==> src/rtl/uart_pkg.sv <==
`default_nettype none
// ============================================================================
// Package  : uart_pkg
// Brief    : Shared UART definitions: receiver/transmitter state naming and
//            bit-timing helpers derived from clock frequency and baud rate.
// Revision : 1.0 - initial release
// ============================================================================
package uart_pkg;

  // Receiver states; PARITY is only entered in 8E1 builds.
  typedef enum logic [2:0] {
    IDLE   = 3'd0,
    START  = 3'd1,
    DATA   = 3'd2,
    PARITY = 3'd3,
    STOP   = 3'd4
  } uart_state_e;

  // Clock cycles per bit, integer truncation.
  function automatic int unsigned uart_div(input int unsigned freq, input int unsigned baud);
    return freq / baud;
  endfunction

  // Clock cycles per half bit, used to land on the middle of the start bit.
  function automatic int unsigned uart_half(input int unsigned freq, input int unsigned baud);
    return uart_div(freq, baud) / 2;
  endfunction

endpackage
`default_nettype wire

==> src/rtl/uart_rx_fifo.sv <==
`default_nettype none
// ============================================================================
// Module   : uart_rx_fifo
// Brief    : Small first-word-fall-through byte FIFO for the UART receiver.
//            Pointers carry one extra wrap bit; full when only that bit differs.
//            A push while full is accepted only if a pop happens the same cycle.
// Revision : 1.0 - initial release
// ============================================================================
module uart_rx_fifo #(
  parameter int unsigned DEPTH = 4
) (
  input  logic       clk,
  input  logic       rst,
  input  logic       push,
  input  logic [7:0] push_data,
  input  logic       pop,
  output logic [7:0] data,
  output logic       valid,
  output logic       full
);

  localparam int unsigned AW = $clog2(DEPTH);
  localparam logic [AW:0] c_ptr_one = (AW + 1)'(1);

  logic [AW:0] wr_ptr_q, wr_ptr_d;
  logic [AW:0] rd_ptr_q, rd_ptr_d;
  logic [7:0]  mem_q [DEPTH];
  logic [7:0]  mem_d [DEPTH];
  logic        do_push;
  logic        do_pop;

  assign valid   = (wr_ptr_q != rd_ptr_q);
  assign full    = (wr_ptr_q[AW] != rd_ptr_q[AW]) && (wr_ptr_q[AW-1:0] == rd_ptr_q[AW-1:0]);
  assign data    = mem_q[rd_ptr_q[AW-1:0]];
  assign do_pop  = pop & valid;
  assign do_push = push & (~full | do_pop);

  // Next pointer and storage contents.
  always_comb begin
    mem_d    = mem_q;
    wr_ptr_d = wr_ptr_q;
    rd_ptr_d = rd_ptr_q;
    if (do_push) begin
      mem_d[wr_ptr_q[AW-1:0]] = push_data;
      wr_ptr_d                = wr_ptr_q + c_ptr_one;
    end
    if (do_pop) begin
      rd_ptr_d = rd_ptr_q + c_ptr_one;
    end
  end

  // Storage is cleared on reset so the head byte reads 0 while empty after reset.
  always_ff @(posedge clk) begin
    if (rst) begin
      wr_ptr_q <= '0;
      rd_ptr_q <= '0;
      for (int i = 0; i < int'(DEPTH); i++) begin
        mem_q[i] <= '0;
      end
    end else begin
      wr_ptr_q <= wr_ptr_d;
      rd_ptr_q <= rd_ptr_d;
      mem_q    <= mem_d;
    end
  end

endmodule
`default_nettype wire

==> src/rtl/uart_rx.sv <==
`default_nettype none
// ============================================================================
// Module   : uart_rx
// Brief    : UART receiver. Synchronizes the serial line, deframes 8N1 (or 8E1)
//            characters sampled at mid-bit, and buffers bytes in a FIFO read
//            through a valid/ready handshake. Error flags are one-cycle pulses.
// Config   : define UART_RX_PARITY_EN for 8E1 framing with the parity_err port.
// Revision : 1.0 - initial release
// ============================================================================
module uart_rx
  import uart_pkg::*;
#(
  parameter int unsigned FREQ  = 27_000_000,
  parameter int unsigned BAUD  = 115_200,
  parameter int unsigned DEPTH = 4
) (
  input  logic       clk,
  input  logic       rst,
  input  logic       uart_rxp,
  output logic [7:0] rx_data,
  output logic       rx_valid,
  input  logic       rx_ready,
  output logic       frame_err,
  output logic       overrun
`ifdef UART_RX_PARITY_EN
  ,
  output logic       parity_err
`endif
);

  localparam logic [15:0] c_div_m1  = 16'(uart_div(FREQ, BAUD) - 1);
  localparam logic [15:0] c_half_m1 = 16'(uart_half(FREQ, BAUD) - 1);

  logic        sync1_q;
  logic        rxs_q;
  uart_state_e state_q, state_d;
  logic [15:0] cnt_q, cnt_d;
  logic [2:0]  idx_q, idx_d;
  logic [7:0]  shift_q, shift_d;
  logic        frame_err_q, frame_err_d;
  logic        overrun_q, overrun_d;
  logic        fifo_push;
  logic        fifo_full;
`ifdef UART_RX_PARITY_EN
  logic        par_bad_q, par_bad_d;
  logic        parity_err_q, parity_err_d;
`endif

  // Two-flop synchronizer; idles high so reset does not look like a start bit.
  always_ff @(posedge clk) begin
    if (rst) begin
      sync1_q <= 1'b1;
      rxs_q   <= 1'b1;
    end else begin
      sync1_q <= uart_rxp;
      rxs_q   <= sync1_q;
    end
  end

  // Deframer next-state, bit capture and flag generation.
  always_comb begin
    state_d     = state_q;
    cnt_d       = cnt_q + 16'd1;
    idx_d       = idx_q;
    shift_d     = shift_q;
    frame_err_d = 1'b0;
    overrun_d   = 1'b0;
    fifo_push   = 1'b0;
`ifdef UART_RX_PARITY_EN
    par_bad_d    = par_bad_q;
    parity_err_d = 1'b0;
`endif
    case (state_q)
      IDLE: begin
        cnt_d = '0;
        if (!rxs_q) state_d = START;
      end
      START: begin
        if (cnt_q == c_half_m1) begin
          cnt_d = '0;
          idx_d = '0;
          // A line that is high again at mid-start was a glitch.
          state_d = rxs_q ? IDLE : DATA;
        end
      end
      DATA: begin
        if (cnt_q == c_div_m1) begin
          cnt_d          = '0;
          shift_d[idx_q] = rxs_q;
          idx_d          = idx_q + 3'd1;
          if (idx_q == 3'd7) begin
`ifdef UART_RX_PARITY_EN
            state_d = PARITY;
`else
            state_d = STOP;
`endif
          end
        end
      end
`ifdef UART_RX_PARITY_EN
      PARITY: begin
        if (cnt_q == c_div_m1) begin
          cnt_d     = '0;
          par_bad_d = ^{shift_q, rxs_q};
          state_d   = STOP;
        end
      end
`endif
      STOP: begin
        if (cnt_q == c_div_m1) begin
          cnt_d   = '0;
          state_d = IDLE;
          if (rxs_q) begin
`ifdef UART_RX_PARITY_EN
            parity_err_d = par_bad_q;
            fifo_push    = ~par_bad_q;
`else
            fifo_push    = 1'b1;
`endif
            // Dropped only if full and no pop frees a slot this same cycle.
            overrun_d = fifo_push & fifo_full & ~(rx_valid & rx_ready);
          end else begin
            frame_err_d = 1'b1;
`ifdef UART_RX_PARITY_EN
            parity_err_d = par_bad_q;
`endif
          end
        end
      end
      default: begin
        state_d = IDLE;
      end
    endcase
  end

  // Deframer state registers.
  always_ff @(posedge clk) begin
    if (rst) begin
      state_q     <= IDLE;
      cnt_q       <= '0;
      idx_q       <= '0;
      shift_q     <= '0;
      frame_err_q <= 1'b0;
      overrun_q   <= 1'b0;
`ifdef UART_RX_PARITY_EN
      par_bad_q    <= 1'b0;
      parity_err_q <= 1'b0;
`endif
    end else begin
      state_q     <= state_d;
      cnt_q       <= cnt_d;
      idx_q       <= idx_d;
      shift_q     <= shift_d;
      frame_err_q <= frame_err_d;
      overrun_q   <= overrun_d;
`ifdef UART_RX_PARITY_EN
      par_bad_q    <= par_bad_d;
      parity_err_q <= parity_err_d;
`endif
    end
  end

  assign frame_err  = frame_err_q;
  assign overrun    = overrun_q;
`ifdef UART_RX_PARITY_EN
  assign parity_err = parity_err_q;
`endif

  uart_rx_fifo #(
    .DEPTH (DEPTH)
  ) u_fifo (
    .clk       (clk),
    .rst       (rst),
    .push      (fifo_push),
    .push_data (shift_q),
    .pop       (rx_ready),
    .data      (rx_data),
    .valid     (rx_valid),
    .full      (fifo_full)
  );

endmodule
`default_nettype wire
==> config.mk <==
export PLATFORM = sky130hd
export DESIGN_NAME = uart_rx
export DESIGN_NICKNAME = d
export VERILOG_FILES = /design/src/rtl/uart_pkg.sv /design/src/rtl/uart_rx_fifo.sv /design/src/rtl/uart_rx.sv
export SDC_FILE = /design/constraint.sdc
export NUM_CORES = 1
export LEC_CHECK = 0
export BUFFER_PORTS_ARGS = -buffer_cell sky130_fd_sc_hd__buf_2
export CORE_ASPECT_RATIO = 0.75
export CORE_MARGIN = 5
export CORE_UTILIZATION = 60
export DETAILED_ROUTE_END_ITERATION = 7
export GPL_ROUTABILITY_DRIVEN = 0
export GPL_TIMING_DRIVEN = 0
export PLACE_DENSITY = 0.83
export SLEW_MARGIN = 20
export SYNTH_ARGS = -nofsm -noshare
export SYNTH_HDL_FRONTEND = slang
export SYNTH_SLANG_ARGS = --single-unit
==> constraint.sdc <==
create_clock -name clk -period 3.5 [get_ports clk]
set_input_delay 0.35 -clock clk [delete_from_list [all_inputs] [get_ports clk]]
set_output_delay 0.35 -clock clk [all_outputs]
set_load 0.02 [all_outputs]
==> reports/results.ini, run 1 <==
[power_and_ir_drop]
ir_drop_mv=0.202
total_power_mw=1.59
p_per_area_nw_per_um2=408
p_leak_nw=1.56

[synthesis]
ys_seq_area_share_pct=41.0
synth_most_common_cell=dfxtp_1
yosys.area.top_type_share_pct=41.0
syn_area_um2=3510
yosysTopAreaCell=dfxtp_1
yosys-top-cells-area=dfxtp_1, mux2i_1, nand2b_1, mux4_2, ha_1
synth_fp_nets=363
yosysWarnings=0
synth_flop_cell=dfxtp_1
synth_edf_count=0
netlist_instances=349
synth-seq-cells=72
synth_area_per_cell_um2=10.1
synthArstFlopShare_pct=0
synthTopCellsByCount=dfxtp_1, nand2b_1, mux2i_1, a21oi_1
synth_cell_types=40

[floorplan]
io_pins=15
die-area_um2=7500
start_util_pct=61.3
core_area_um2=5740
num_rows=24
die_h_um=76.3
die_width_um=98.4

[global_routing]
grt_use_total_pct=21.2
met1_usage_pct=27.5
top_usage_layer=met2
grt_pass1_wl_mm=12.6
antenna_found_initial=0
use_met3_pct=6.13
grt_use_met2_pct=34.5
grt_overflow=0
grt_max_degree=13
first_global_vias=2587

[setup_path]
cp.required_ps=3740
cp_max_fo=9
worst_path_max_delay_cell=or4_4
path_buf_inv=1
crit_path_end_kind=register
critPathLaunchType=register
critPathKind=reg -> reg
crit_chain=or4_4 -> or4_4 -> or4_1 -> buf_4 -> mux2_4
path_delay_family=simple AND/OR/NAND/NOR gates
worst-endpoint-arrival_ps=2950
cpPeakStageDelay_ps=590
critical_path.most_common_cell=or4_4

[final_layout]
nets=387
drive_gt1_share_pct=13.5
seqCellArea_um2=1440
syn_to_final_growth_pct=10.9
diodes=0
nFillCells=437
multi_input_area_um2=1930

[timing]
min_period_ps=2710
tightest_slew_ps=700
period_share_pct=77.3
rsz0062_at_grt=no
setup_tns_ps=0
finalHoldViolCount=0
slew_headroom_pct=53.3
clock_skew_ps=10.5
slew_violations=0
fmax_ghz=0.370
setup_violations=0

[clock_tree]
clk_pin_slew_ps=80
ctsLongestPathBuffers=2
cts_setup_buffers=0
cts_root_buf=clkbuf_8
clock_latency_ps=350
cts_buffers=9
cts_resized=0
cts_hold_buf=0
cts_tree=yes
clock-sinks=72
h-tree-depth=3

[status]
outcome=finished clean

[detailed_routing]
antenna_left=0
drcViolationCount=0
wl_mm=7.45
drt_iter0_drc=223
drt-pass1-iter-count=4
via_per_inst=5.73
via_count=2613
wl_per_cell_um=16.3

[place]
io_buffers=13
dp_hpwl_mm=5.23

[min_path]
hold_class=in -> reg

[run]
drv_cap=0

[worst paths after layout]
check                                         start                         endpoint  slack [ps]  cells after the start
worst min register to register   sync1_q$_SDFF_PP1_                 rxs_q$_SDFF_PP1_         430                      1
worst max-delay path            cnt_q[8]$_SDFF_PP0_  u_fifo.wr_ptr_q[2]$_SDFFE_PP0P_         790                      5
worst max register to register  cnt_q[8]$_SDFF_PP0_  u_fifo.wr_ptr_q[2]$_SDFFE_PP0P_         790                      5
worst min-delay path                       uart_rxp               sync1_q$_SDFF_PP1_         190                      2
[area by class of cell]
type | count | share of cell area (%)
Buffer | 19 | 2.57
Sequential cell | 72 | 37.0
Tap cell | 78 | 2.50
Clock buffer | 11 | 3.63
Clock inverter | 5 | 2.05
Timing Repair Buffer | 13 | 1.67
Multi-Input combinational cell | 248 | 49.6
Inverter | 10 | 0.963
[registers in the layout, indices dropped and copies added (netlist names)]
| signal | count |
|---|---|
| shift_q | 8 |
| idx_q | 3 |
| overrun | 1 |
| sync1_q | 1 |
| u_fifo.wr_ptr_q | 3 |
| frame_err | 1 |
| state_q | 3 |
| rxs_q | 1 |
| u_fifo.rd_ptr_q | 3 |
| u_fifo.mem_q | 32 |
| cnt_q | 16 |
[placed cells by master (no fill, tap or decap), types with 2 or more instances in the layout]
master and instances:
inv_1 10, nand2b_1 46, nor4_1 14, xnor2_1 14
buf_2 15, o31ai_1 3, or3_1 3, mux4_2 8
nor3_1 6, mux2i_1 43, clkbuf_8 10, buf_6 3
nand3b_1 5, and2_1 3, clkbuf_1 14, nand4_1 6
nor2_1 14, clkinvlp_4 2, or4_1 5, a21oi_1 18
xor2_1 6, nor2b_1 3, a22oi_1 3, bufinv_16 2
nand2_1 13, or4_4 3, nand3_1 5, nand4b_1 2
or2_2 3, dfxtp_1 72, mux2_2 2, ha_1 10
[power breakdown]
| group | switching [mW] | total [mW] | internal [mW] | leakage [nW] |
|---|---|---|---|---|
| clock network | 0.310 | 0.730 | 0.420 | 0.106 |
| logic | 0.0218 | 0.0373 | 0.0156 | 0.874 |
| registers | 0.00175 | 0.822 | 0.821 | 0.580 |
[routing by layer]
layer | wire length, µm | part of all wire [%]
met4 | 89 | 1.2
met5 | 0 | 0
met3 | 513 | 6.9
met2 | 3490 | 47
met1 | 3350 | 45
[kinds of logic after synthesis]
logic type	synth area share, %
DFF	41.0
and+or+nand+nor	22.5
AOI/OAI and AO/OA	5.52
adders and majority gates	3.56
muxes	18.4
xor gates and xnor gates	4.99
buffers and inverters	3.92
[metrics by stage]
stage	setup WS [ps]	cells	hold WS (ps)	util [%]	area [µm²]
after floorplan	963	349	389	-	3510
after global placement	864	440	418	64.1	3680
after detailed placement	837	440	404	64.1	3680
after CTS	806	456	182	68.0	3900
after global routing	683	456	192	68.0	3900
final	795	456	195	68.0	3900
Note: power is estimated with default switching activity, not from simulation.
==> run 2: changes to the inputs <==
--- a/config.mk
+++ b/config.mk
@@ -8,11 +8,11 @@
 export BUFFER_PORTS_ARGS = -buffer_cell sky130_fd_sc_hd__buf_2
 export CORE_ASPECT_RATIO = 0.75
 export CORE_MARGIN = 5
-export CORE_UTILIZATION = 60
+export CORE_UTILIZATION = 55
 export DETAILED_ROUTE_END_ITERATION = 7
 export GPL_ROUTABILITY_DRIVEN = 0
 export GPL_TIMING_DRIVEN = 0
-export PLACE_DENSITY = 0.83
+export PLACE_DENSITY = 0.8
 export SLEW_MARGIN = 20
 export SYNTH_ARGS = -nofsm -noshare
 export SYNTH_HDL_FRONTEND = slang
==> constraint.sdc (replaced) <==
create_clock -name clk -period 2.47 [get_ports clk]
set_input_delay 0.247 -clock clk [delete_from_list [all_inputs] [get_ports clk]]
set_output_delay 0.247 -clock clk [all_outputs]
set_load 0.02 [all_outputs]
==> run 2 against run 1 <==
Effect of this change:
- die area increased by 8.0%
- clock-buffer cell count unchanged
- core utilization fell by 3.4 points
- worst setup slack got worse by 770 ps
- sequential share of layout area shrank 1.1 points
- total power is 33% higher
- wire length decreased by 0.35%
- non-clock buffer count increased by 11
- hold slack worse by 120 ps
- combinational power up 43%
- first-iteration DRC count is 50% lower
- largest cell class unchanged
- highest routed layer unchanged
==> reports/results.ini, run 2 (synthesized netlist as in run 1, its figures left out) <==
[detailed_routing]
via_count=2653
drt-pass1-iter-count=4
wl_per_cell_um=15.8
drcViolationCount=0
via_per_inst=5.66
drt_iter0_drc=111
antenna_left=0
wl_mm=7.42

[power_and_ir_drop]
switching_share_pct=21.3
ir_drop_mv=0.269
total_power_mw=2.12
switchingPower_uw=451
power_frac_clock_pct=42.5
seqPwrFrac_pct=54.9
p_per_area_nw_per_um2=525
p_int_mw=1.67
combPwrFrac_pct=2.5
p_leak_nw=1.64

[global_routing]
antenna_found_initial=0
grt_pass1_wl_mm=12.2
grt_max_degree=17
first_global_vias=2528
grt_overflow=0
grt_use_total_pct=19.5

[final_layout]
fin_util_pct=64.6
diodes=0
largest_reg_flops=32
final_cell_mix=dfxtp_1, nand2b_1, mux2i_1, a21oi_1
nets=398
largestRegisters=u_fifo.mem_q x32, cnt_q x16, shift_q x8
final_common_cell=dfxtp_1
regMostFlops=u_fifo.mem_q
finalInstanceArea_um2=4040
syn_to_final_growth_pct=15.0
finalNonFillerCells=469
drive_gt1_share_pct=19.8

[clock_tree]
clock-sinks=72
ctsLongestPathBuffers=2
cts_buffers=9
clock_latency_ps=350
clk_pin_slew_ps=70
cts_root_buf=clkbuf_8
cts_tree=yes
h-tree-depth=3

[setup_path]
worst-endpoint-arrival_ps=2670
critPathKind=reg -> reg
cp.required_ps=2700
crit_path_end_kind=register
critPathLaunchType=register
cp_max_fo=8

[timing]
tightest_slew_ps=620
clock_skew_ps=8.96
period_share_pct=98.8
rsz0062_at_grt=yes
setup_tns_ps=0
slew_headroom_pct=58.6
min_period_ps=2440
setup_violations=0
finalHoldViolCount=0
fmax_ghz=0.410
slew_violations=0
layout_setup_ws_ps=28.9
hold_ws_ps=77.0

[floorplan]
core_area_um2=6260
die_h_um=79.2
num_rows=25
io_pins=15
die_width_um=102
start_util_pct=56.2
die-area_um2=8100

[place]
pre_cts_slack_ps=-155
dp.cells=443
dp_hpwl_mm=5.08
io_buffers=13
dpl_cell_area_um2=3690

[min_path]
hold_class=in -> reg

[status]
outcome=finished clean

[run]
drv_cap=0

run 2: critical path: stages (launching register included):
cell and delay [ps]:
dfxtp_4 340, or4_4 510, or4_4 570, buf_6 140
or4_4 590, mux2i_1 160
run 2: path summary, 6_finish.rpt:
kind                         from                             to  slack, ps  depth (start not counted)
max reg2reg  cnt_q[12]$_SDFF_PP0_  u_fifo.mem_q[10]$_SDFFE_PP0P_         30                          5
min                      uart_rxp             sync1_q$_SDFF_PP1_         80                          2
max          cnt_q[12]$_SDFF_PP0_  u_fifo.mem_q[10]$_SDFFE_PP0P_         30                          5
min reg2reg    sync1_q$_SDFF_PP1_               rxs_q$_SDFF_PP1_        410                          1
run 2: repair_timing:
action                                  in CTS  in global routing
resized for setup                           11                  9
pin swaps                                    5                  1
gates cloned                                 0                  0
hold buffers                                 0                  0
setup buffers                                6                  7
endpoints found under the setup margin      43                 37
hold endpoints to repair                     0                  0
run 2: final cells by class:
type                    instances  area [µm²]
inverters                      10        37.5
repair buffers                 26         175
multi-input cells             248        1980
clock inverters                 4        45.0
fillers                       523        2220
plain buffers                  17         111
clock buffers                  11         141
flip-flops and latches         72        1450
well taps                      81         101
run 2: power by group through the flow:
stage | Clock (mW) | Sequential [mW] | Combinational (mW)
global placement | 0 | 1.19 | 0.0508
detailed placement | 0 | 1.19 | 0.0519
finish | 0.902 | 1.16 | 0.0532
global route | 0.979 | 1.16 | 0.0583
CTS | 0.923 | 1.17 | 0.0528
floorplan | 0 | 1.19 | 0.0370
run 2: metal layers:
| layer | track usage, % | wire [µm] | share of wire [%] |
|---|---|---|---|
| met2 | 29.6 | 3470 | 47 |
| met5 | 0 | 0 | 0 |
| met3 | 6.06 | 398 | 5.4 |
| met4 | 6.95 | 104 | 1.4 |
| met1 | 26.2 | 3440 | 46 |
==> run 3: changes to the inputs <==
--- a/config.mk
+++ b/config.mk
@@ -8,11 +8,11 @@
 export BUFFER_PORTS_ARGS = -buffer_cell sky130_fd_sc_hd__buf_2
 export CORE_ASPECT_RATIO = 0.75
 export CORE_MARGIN = 5
-export CORE_UTILIZATION = 55
+export CORE_UTILIZATION = 60
 export DETAILED_ROUTE_END_ITERATION = 7
 export GPL_ROUTABILITY_DRIVEN = 0
 export GPL_TIMING_DRIVEN = 0
-export PLACE_DENSITY = 0.8
+export PLACE_DENSITY = 0.83
 export SLEW_MARGIN = 20
 export SYNTH_ARGS = -nofsm -noshare
 export SYNTH_HDL_FRONTEND = slang
==> constraint.sdc (replaced) <==
create_clock -name clk -period 2.5 [get_ports clk]
set_input_delay 0.25 -clock clk [delete_from_list [all_inputs] [get_ports clk]]
set_output_delay 0.25 -clock clk [all_outputs]
set_load 0.02 [all_outputs]
==> run 3 against run 2 <==
Effect of this change:
- the run now ends with setup timing left
- total power grew 9.4%
- hold slack better by 11 ps
- final cell count shrank 2.6%
- worst setup slack got worse by 43 ps
- wire length increased by 3.7%
- register-to-register slack worse by 40 ps
- sequential power hardly changed
- combinational power fell by 2%
- fmax down 2.9%
- first-iteration DRC count grew 9.9%
- die area shrank 7.4%
- sequential share of layout area hardly changed
- critical endpoint is now u_fifo.mem_q[14]$_SDFFE_PP0P_
==> reports/results.ini, run 3 (synthesized netlist as in run 1, its figures left out) <==
[power_and_ir_drop]
switching_share_pct=20.9
seqPwrFrac_pct=49.7
p_int_mw=1.83
p_per_area_nw_per_um2=576
total_power_mw=2.32
p_leak_nw=1.61
power_frac_clock_pct=48.1
combPwrFrac_pct=2.3
ir_drop_mv=0.391
switchingPower_uw=484

[clock_tree]
clock_latency_ps=350
cts_root_buf=clkbuf_8
clk_pin_slew_ps=80
cts_hold_buf=0
cts_buffers=9
cts_tree=yes
clock-sinks=72
ctsLongestPathBuffers=2
h-tree-depth=3

[final_layout]
diodes=0
regMostFlops=u_fifo.mem_q
largestRegisters=u_fifo.mem_q x32, cnt_q x16, shift_q x8
syn_to_final_growth_pct=14.5
nets=388
final_cell_mix=dfxtp_1, nand2b_1, mux2i_1, a21oi_1
finalInstanceArea_um2=4020
largest_reg_flops=32
drive_gt1_share_pct=17.9
final_common_cell=dfxtp_1

[floorplan]
die_h_um=76.3
core_area_um2=5740
num_rows=24
io_pins=15
die-area_um2=7500
start_util_pct=61.3
die_width_um=98.4

[status]
violations=setup timing
outcome=complete, but fails checks

[setup_path]
cp_max_fo=8
cp-endpoint=u_fifo.mem_q[14]$_SDFFE_PP0P_
crit_path_end_kind=register
critPathLaunchType=register
reg2reg_depth=5
r2r_slack_ps=-10
cp.required_ps=2770
worst-endpoint-arrival_ps=2780
critPathKind=reg -> reg
critPathLaunch=cnt_q[9]$_SDFF_PP0_
r2r-end=u_fifo.mem_q[14]$_SDFFE_PP0P_
r2r-start=cnt_q[9]$_SDFF_PP0_

[global_routing]
grt_pass1_wl_mm=12.5
first_global_vias=2554
grt_max_degree=14
antenna_found_initial=0
grt_overflow=0
grt_use_total_pct=20.7

[place]
dp_hpwl_mm=5.17
io_buffers=13
dpl_cell_area_um2=3690
pre_cts_slack_ps=-136

[timing]
tightest_slew_ps=639
min_period_ps=2510
setup_violations=1
slew_headroom_pct=57.0
layout_setup_ws_ps=-13.9
rsz0062_at_grt=yes
clock_skew_ps=9.61
finalHoldViolCount=0
fmax_ghz=0.398
period_share_pct=101
slew_violations=0

[run]
drv_cap=0

[detailed_routing]
via_per_inst=5.78
drt_iter0_drc=122
via_count=2642
drt-pass1-iter-count=4
wl_per_cell_um=16.8
antenna_left=0
wl_mm=7.69
drcViolationCount=0

[min_path]
hold_class=in -> reg

-- run 3: how the worst min path moves through the flow --
stage	startpoint	slack, ps	endpoint	cells after the start
5_1_grt	uart_rxp	80	sync1_q$_SDFF_PP1_	2
3_3_place_gp	sync1_q$_SDFF_PP1_	390	rxs_q$_SDFF_PP1_	1
4_1_cts	uart_rxp	80	sync1_q$_SDFF_PP1_	2
2_1_floorplan	uart_rxp	350	sync1_q$_SDFF_PP1_	1
6_report	uart_rxp	90	sync1_q$_SDFF_PP1_	2
3_5_place_dp	sync1_q$_SDFF_PP1_	390	rxs_q$_SDFF_PP1_	1
-- run 3: stage by stage --
stage	hold slack [ps]	setup TNS, ps	utilization (%)	cells
2_1_floorplan	354	0	-	349
3_3_place_gp	394	-1170	64.3	440
3_5_place_dp	395	-1920	64.3	440
4_1_cts	78.3	-20.9	68.9	456
5_1_grt	84.1	-299	70.1	457
6_report	88.1	-13.9	70.1	457
-- run 3: area by class of cell --
cell class	instances	area, µm²
Buffer	16	95.1
Inverter	10	37.5
Tap cell	78	97.6
Clock buffer	9	124
Sequential cell	72	1450
Multi-Input combinational cell	248	1980
Fill cell	429	1710
Timing Repair Buffer	17	120
Clock inverter	7	119
-- run 3: timing repair --
action | in CTS | in global routing
pin swaps | 5 | 0
buffers inserted | 2 | 2
resized for setup | 9 | 8
endpoints found under the setup margin | 35 | 26
-- run 3: power by group through the flow --
stage / Sequential (mW) / Clock [mW] / Combinational [mW]
detailed placement: 1.18 / 0 / 0.0519
finish: 1.15 / 1.11 / 0.0524
CTS: 1.15 / 1.12 / 0.0525
global route: 1.15 / 1.17 / 0.0574
floorplan: 1.18 / 0 / 0.0366
global placement: 1.18 / 0 / 0.0498
-- run 3: metal layers --
metal	part of all wire (%)	up-vias	global-route usage [%]
li1	-	1290	-
met1	47	1270	27.4
met2	47	71	33.2
met3	4.9	11	5.76
met4	1.1	0	6.00
met5	0	-	0
-- run 3: critical path: stages, from the launching register on --
cell,delay (ps)
dfxtp_2,340
or4_4,550
or4_4,570
buf_6,150
or4_4,600
mux2i_1,220
